===== config.mk =====
export PLATFORM = sky130hd
export DESIGN_NAME = fifo_sync_param_flat
export DESIGN_NICKNAME = d
export VERILOG_FILES = /design/src/rtl/fifo_sync_param_if.sv /design/src/rtl/fifo_sync_param.sv /design/src/flat_wrapper.sv
export SDC_FILE = /design/constraint.sdc
export NUM_CORES = 1
export LEC_CHECK = 0
export CORE_ASPECT_RATIO = 1.1
export CORE_MARGIN = 2
export CORE_UTILIZATION = 31
export CTS_CLUSTER_DIAMETER = 120
export DETAILED_ROUTE_END_ITERATION = 8
export MAX_ROUTING_LAYER = met4
export PLACE_DENSITY = 0.5
export SLEW_MARGIN = 20
export SYNTH_ARGS = -nofsm -noshare
export SYNTH_HDL_FRONTEND = slang
export SYNTH_SLANG_ARGS = --single-unit

===== constraint.sdc =====
create_clock -name clk -period 3.15 [get_ports clk]
set_clock_uncertainty 0.2 [all_clocks]
set_input_delay 0.4725 -clock clk [delete_from_list [all_inputs] [get_ports clk]]
set_output_delay 0.4725 -clock clk [all_outputs]
set_load 0.05 [all_outputs]

===== src/rtl/fifo_sync_param_if.sv =====
// Handshake/status bundle between a producer/consumer stage and the parametrised sync FIFO.
interface fifo_sync_param_if #(
  parameter int DATA_W = 8,
  parameter int DEPTH  = 16
);
  localparam int AW = $clog2(DEPTH);

  logic              flush;
  logic              wr_en;
  logic [DATA_W-1:0] d_in;
  logic              rd_en;
  logic              clr_err;
  logic [DATA_W-1:0] d_out;
  logic              rd_valid;
  logic [AW:0]       count;
  logic              full;
  logic              empty;
  logic              half_full;
  logic              almost_full;
  logic              almost_empty;
  logic              overflow;
  logic              underflow;

  modport master (
    output flush, wr_en, d_in, rd_en, clr_err,
    input  d_out, rd_valid, count, full, empty, half_full,
           almost_full, almost_empty, overflow, underflow
  );

  modport slave (
    input  flush, wr_en, d_in, rd_en, clr_err,
    output d_out, rd_valid, count, full, empty, half_full,
           almost_full, almost_empty, overflow, underflow
  );
endinterface


===== src/rtl/fifo_sync_param.sv =====
// Parametrised single-clock FIFO with programmable almost thresholds, optional FWFT,
// sticky overflow/underflow flags, synchronous flush and occupancy count.
module fifo_sync_param #(
  parameter int DATA_W = 8,
  parameter int DEPTH  = 16,
  parameter int AF_LVL = DEPTH - 2,
  parameter int AE_LVL = 2,
  parameter int FWFT   = 0
) (
  input logic              clk,
  input logic              rst,
  fifo_sync_param_if.slave bus
);
  localparam int AW = $clog2(DEPTH);
  localparam logic [AW:0] FULL_CNT = (AW+1)'(DEPTH);
  localparam logic [AW:0] HALF_CNT = (AW+1)'(DEPTH / 2);
  localparam logic [AW:0] AF_CNT   = (AW+1)'(AF_LVL);
  localparam logic [AW:0] AE_CNT   = (AW+1)'(AE_LVL);

  logic [DATA_W-1:0] mem [DEPTH];
  logic [AW-1:0]     wr_ptr, rd_ptr;
  logic [AW:0]       count_q, count_nxt;
  logic              full_q, empty_q, half_q, af_q, ae_q;
  logic              ovf_q, unf_q;
  logic              rd_acc, wr_acc, wr_err, rd_err;

  // A pop frees a slot in the same cycle, so a write while full needs rd_acc.
  always_comb begin
    rd_acc = bus.rd_en & ~empty_q & ~bus.flush;
    wr_acc = bus.wr_en & (~full_q | rd_acc) & ~bus.flush;
    wr_err = bus.wr_en & ~wr_acc & ~bus.flush;
    rd_err = bus.rd_en & ~rd_acc & ~bus.flush;
    if (bus.flush)
      count_nxt = '0;
    else
      count_nxt = count_q + (AW+1)'(wr_acc) - (AW+1)'(rd_acc);
  end

  always_ff @(posedge clk) begin
    if (wr_acc)
      mem[wr_ptr] <= bus.d_in;
  end

  always_ff @(posedge clk or negedge rst) begin
    if (!rst) begin
      wr_ptr  <= '0;
      rd_ptr  <= '0;
      count_q <= '0;
      full_q  <= 1'b0;
      empty_q <= 1'b1;
      half_q  <= 1'b0;
      af_q    <= 1'b0;
      ae_q    <= 1'b1;
      ovf_q   <= 1'b0;
      unf_q   <= 1'b0;
    end else begin
      if (bus.flush) begin
        wr_ptr <= '0;
        rd_ptr <= '0;
      end else begin
        if (wr_acc) wr_ptr <= wr_ptr + 1'b1;
        if (rd_acc) rd_ptr <= rd_ptr + 1'b1;
      end
      count_q <= count_nxt;
      full_q  <= (count_nxt == FULL_CNT);
      empty_q <= (count_nxt == '0);
      half_q  <= (count_nxt >= HALF_CNT);
      af_q    <= (count_nxt >= AF_CNT);
      ae_q    <= (count_nxt <= AE_CNT);
      // A fresh error outranks clr_err in the same cycle.
      ovf_q   <= (ovf_q & ~bus.clr_err) | wr_err;
      unf_q   <= (unf_q & ~bus.clr_err) | rd_err;
    end
  end

  generate
    if (FWFT != 0) begin : g_fwft
      assign bus.d_out    = empty_q ? '0 : mem[rd_ptr];
      assign bus.rd_valid = ~empty_q;
    end else begin : g_std
      logic [DATA_W-1:0] dout_q;
      logic              rv_q;

      always_ff @(posedge clk or negedge rst) begin
        if (!rst) begin
          dout_q <= '0;
          rv_q   <= 1'b0;
        end else if (rd_acc) begin
          dout_q <= mem[rd_ptr];
          rv_q   <= 1'b1;
        end else begin
          rv_q   <= 1'b0;
        end
      end

      assign bus.d_out    = dout_q;
      assign bus.rd_valid = rv_q;
    end
  endgenerate

  assign bus.count        = count_q;
  assign bus.full         = full_q;
  assign bus.empty        = empty_q;
  assign bus.half_full    = half_q;
  assign bus.almost_full  = af_q;
  assign bus.almost_empty = ae_q;
  assign bus.overflow     = ovf_q;
  assign bus.underflow    = unf_q;
endmodule


===== src/flat_wrapper.sv =====
// flat-port wrapper written by rule: the top's interface ports become plain ports
module fifo_sync_param_flat 
#(
  parameter int DATA_W = 8,
  parameter int DEPTH  = 16,
  parameter int AF_LVL = DEPTH - 2,
  parameter int AE_LVL = 2,
  parameter int FWFT   = 0
)
  (clk, rst, bus_flush, bus_wr_en, bus_d_in, bus_rd_en, bus_clr_err, bus_d_out, bus_rd_valid, bus_count, bus_full, bus_empty, bus_half_full, bus_almost_full, bus_almost_empty, bus_overflow, bus_underflow);
  fifo_sync_param_if #(.DATA_W(DATA_W), .DEPTH(DEPTH)) bus_i ();
  input logic clk;
  input logic rst;
  input wire logic [$bits(bus_i.flush)-1:0] bus_flush;
  input wire logic [$bits(bus_i.wr_en)-1:0] bus_wr_en;
  input wire logic [$bits(bus_i.d_in)-1:0] bus_d_in;
  input wire logic [$bits(bus_i.rd_en)-1:0] bus_rd_en;
  input wire logic [$bits(bus_i.clr_err)-1:0] bus_clr_err;
  output wire logic [$bits(bus_i.d_out)-1:0] bus_d_out;
  output wire logic [$bits(bus_i.rd_valid)-1:0] bus_rd_valid;
  output wire logic [$bits(bus_i.count)-1:0] bus_count;
  output wire logic [$bits(bus_i.full)-1:0] bus_full;
  output wire logic [$bits(bus_i.empty)-1:0] bus_empty;
  output wire logic [$bits(bus_i.half_full)-1:0] bus_half_full;
  output wire logic [$bits(bus_i.almost_full)-1:0] bus_almost_full;
  output wire logic [$bits(bus_i.almost_empty)-1:0] bus_almost_empty;
  output wire logic [$bits(bus_i.overflow)-1:0] bus_overflow;
  output wire logic [$bits(bus_i.underflow)-1:0] bus_underflow;
  assign bus_i.flush = bus_flush;
  assign bus_i.wr_en = bus_wr_en;
  assign bus_i.d_in = bus_d_in;
  assign bus_i.rd_en = bus_rd_en;
  assign bus_i.clr_err = bus_clr_err;
  assign bus_d_out = bus_i.d_out;
  assign bus_rd_valid = bus_i.rd_valid;
  assign bus_count = bus_i.count;
  assign bus_full = bus_i.full;
  assign bus_empty = bus_i.empty;
  assign bus_half_full = bus_i.half_full;
  assign bus_almost_full = bus_i.almost_full;
  assign bus_almost_empty = bus_i.almost_empty;
  assign bus_overflow = bus_i.overflow;
  assign bus_underflow = bus_i.underflow;
  fifo_sync_param #(.DATA_W(DATA_W), .DEPTH(DEPTH), .AF_LVL(AF_LVL), .AE_LVL(AE_LVL), .FWFT(FWFT)) u_core (.clk(clk), .rst(rst), .bus(bus_i));
endmodule

==> metrics.cfg <==
[run_status]
status = completed

[detailed_routing]
drt-initial-drc-count = 271
dr_pass1_iterations = 6
drc = 0
vias_per_cell = 4.80
detailed_route_wire_length_per_cell_um = 18.9
routed_wl_um = 13100
final_antenna_net_count = 0
routed-via-count = 3316

[sta]
final.setup.worst_slack_ps = 171
fmax_mhz = 336
worst_pin_slew_ps = 595
timing.final.max_slew_violations = 0
finalSetupViolCount = 0
fin_hold_ws_ps = 245
final_period_minus_worst_setup_slack_ps = 2980
max-slew-margin-rel = 0.602
hold_viol = 0
period_share = 0.946

[synth]
leading_cell_type_by_number_of_instances_after_synthesis = sky130_fd_sc_hd__edfxtp_1
netlist.area_leader.share = 0.608
mappedNetlistArea_mm2 = 0.00632
ys_seq_area_frac = 0.723
async_reset_ff_frac = 0.185
postSynthAreaPerCell_um2 = 17.6
dominantRegCellSynth = sky130_fd_sc_hd__edfxtp_1
gate_count_post_synth = 359
synth-edff-count = 128
mappedNetlistNets = 384
yosysUniqueCellTypes = 38
synth-seq-cells = 157
yosys-top-cells-area = sky130_fd_sc_hd__edfxtp_1, sky130_fd_sc_hd__dfrtp_1, sky130_fd_sc_hd__mux4_2, sky130_fd_sc_hd__mux2i_1, sky130_fd_sc_hd__mux2_2
synth_largest_area_cell = sky130_fd_sc_hd__edfxtp_1
ys_top_cells_by_count = sky130_fd_sc_hd__edfxtp_1, sky130_fd_sc_hd__dfrtp_1, sky130_fd_sc_hd__mux2i_1
synth.yosys.warnings = 0

[clock_network]
cts_tree = done
cts_buffers = 17
cts.sinks = 157
holdBufCountCts = 0
clock_insertion_delay_worst_skew_ps = 420
cts.root.buffer_cell = sky130_fd_sc_hd__clkbuf_16
cts.reportedPaths.clkPinSlew_ps = 60
clk_path_buf_depth = 2
cts-htree-levels = 4

[worst_setup_path]
worst-path-buf-inv = 3
worst-endpoint-arrival_ps = 3120
cp_top_family = adder cells
worstReg2RegEnd = u_core.bus.full
timing.critical_path.to_type = register
reg2regPathDepth = 11
timing_worst_setup_path_type = in2reg
crit_required_ps = 3290
crit_path_cells = clkdlybuf4s50_1 > nor2b_4 > nand2b_1 > inv_1 > ha_1 > inv_1 > ha_1 > fa_1 > a21o_1 > a2111oi_2 > o21bai_4 > nor3b_2
cp_max_fo = 6
timing.critical_path.from_type = input port
regToRegSetupSlack_ps = 210
max_stage_delay_ps = 460
slowest_stage = sky130_fd_sc_hd__clkdlybuf4s50_1
worst_r2r_startpoint = u_core.bus.empty

[flow_run]
maxCapViolations = 0

[layout]
stdcell_area_mm2 = 0.00771
layout-drive-gt1-share = 0.228
area_growth_syn_to_layout_pct = 22.1
n_antenna_cell = 0
final_util = 0.387
final_nets = 451
fillerInstances = 1818

[power_and_ir_drop]
leakage_nw = 2.62
report.power.total_mw = 5.98
cellPowerDensity_mw_per_mm2 = 775
vdd_drop_max_uv = 653

[min_path]
min_path_type = in2async

[die]
fp.dieArea_mm2 = 0.0216
die_x_um = 140
coreArea_mm2 = 0.0199
fp.dieH_um = 154
rows = 54
floorplan.initialDensity = 0.317
pin_count = 35

[global_routing]
grt_max_degree = 44
globalRouteTotalUtil = 0.134
wire_length_of_the_first_global_routing_pass_um = 20800
grt_remaining_overflow = 0
antenna_found_initial = 0
number_of_global_route_vias_before_repair = 3599

[placement]
dpl_worst_slack_ps = -277
port-buffer-count = 34
post_dp_cell_area_mm2 = 0.00714
hpwl_dp_um = 8770
gp_congestion = 0.765

==> cell type report <==
class | instances | area [um^2] | share of cell area
Timing Repair Buffer | 64 | 578 | 0.0749
Multi-Input combinational cell | 174 | 1650 | 0.213
Clock buffer | 19 | 433 | 0.0561
Tap cell | 252 | 315 | 0.0409
Inverter | 12 | 45.0 | 0.00584
Sequential cell | 157 | 4570 | 0.593
Clock inverter | 13 | 124 | 0.0161
==> flip-flops by register name, summed over array words and instances (netlist names) <==
register / count
u_core.bus.d_out: 8
u_core.bus.half_full: 1
u_core.bus.almost_full: 1
u_core.bus.rd_valid: 1
u_core.bus.underflow: 1
u_core.mem: 128
u_core.bus.full: 1
u_core.bus.almost_empty: 1
u_core.bus.overflow: 1
u_core.rd_ptr: 4
u_core.bus.empty: 1
u_core.bus.count: 5
u_core.wr_ptr: 4
==> per-layer routing <==
| layer | vias to the layer above | GRT usage | share of wire |
|---|---|---|---|
| met5 | - | - | 0 |
| met4 | 0 | 0.0433 | 0.012 |
| met3 | 16 | 0.0402 | 0.034 |
| met2 | 61 | 0.214 | 0.50 |
| met1 | 1702 | 0.164 | 0.45 |
| li1 | 1537 | - | - |
==> worst max-delay path by stage <==
| stage | from | to | slack (ps) | depth (start not counted) |
|---|---|---|---|---|
| 2_1_floorplan | u_core.bus.empty | u_core.bus.full | 5 | 12 |
| 3_3_place_gp | bus_rd_en | u_core.bus.full | -220 | 12 |
| 3_5_place_dp | bus_rd_en | u_core.bus.full | -280 | 12 |
| 4_1_cts | bus_rd_en | u_core.bus.full | 160 | 12 |
| 5_1_grt | bus_rd_en | u_core.bus.full | -6 | 12 |
| 6_report | bus_rd_en | u_core.bus.full | 170 | 12 |
==> logic make-up (layout without fill, tap and decap cells) <==
family | Yosys count | after routing | synth area share
AOI/OAI and AO/OA | 36 | 36 | 0.0432
xor gates and xnor gates | 8 | 8 | 0.0111
adders and majority gates | 11 | 11 | 0.0230
buffers and inverters | 28 | 108 | 0.0210
DFF | 157 | 157 | 0.723
muxes | 57 | 57 | 0.132
and+or+nand+nor | 62 | 62 | 0.0461
==> power by group <==
group	internal [mW]	total [mW]	switching (mW)
clock network	1.15	1.94	0.786
logic	0.634	1.51	0.877
registers	2.40	2.53	0.127
total	4.19	5.98	1.79
==> cell usage in the layout, fill, tap and decap left out, types with 10 or more instances in the layout <==
cell | synthesis | layout
sky130_fd_sc_hd__clkbuf_16 | 0 | 17
sky130_fd_sc_hd__mux2_2 | 13 | 13
sky130_fd_sc_hd__clkdlybuf4s50_1 | 0 | 34
sky130_fd_sc_hd__buf_4 | 2 | 29
sky130_fd_sc_hd__nand2_1 | 15 | 15
sky130_fd_sc_hd__mux4_2 | 20 | 20
sky130_fd_sc_hd__mux2i_1 | 24 | 24
sky130_fd_sc_hd__inv_1 | 12 | 12
sky130_fd_sc_hd__ha_1 | 10 | 10
sky130_fd_sc_hd__dfrtp_1 | 27 | 26
sky130_fd_sc_hd__edfxtp_1 | 128 | 128
sky130_fd_sc_hd__nor2_1 | 23 | 23
==> timing repair <==
action                     in CTS  in global routing
setup endpoints to repair       0                  1
gates resized for setup         0                  3
buffers inserted                0                  1
==> through the flow <==
stage	instances	TNS [ps]
after floorplan	359	0
after global placement	658	-848
after detailed placement	658	-1190
after CTS	690	0
after global routing	691	-6.05
final	691	0
(Power assumes the default switching activity.)
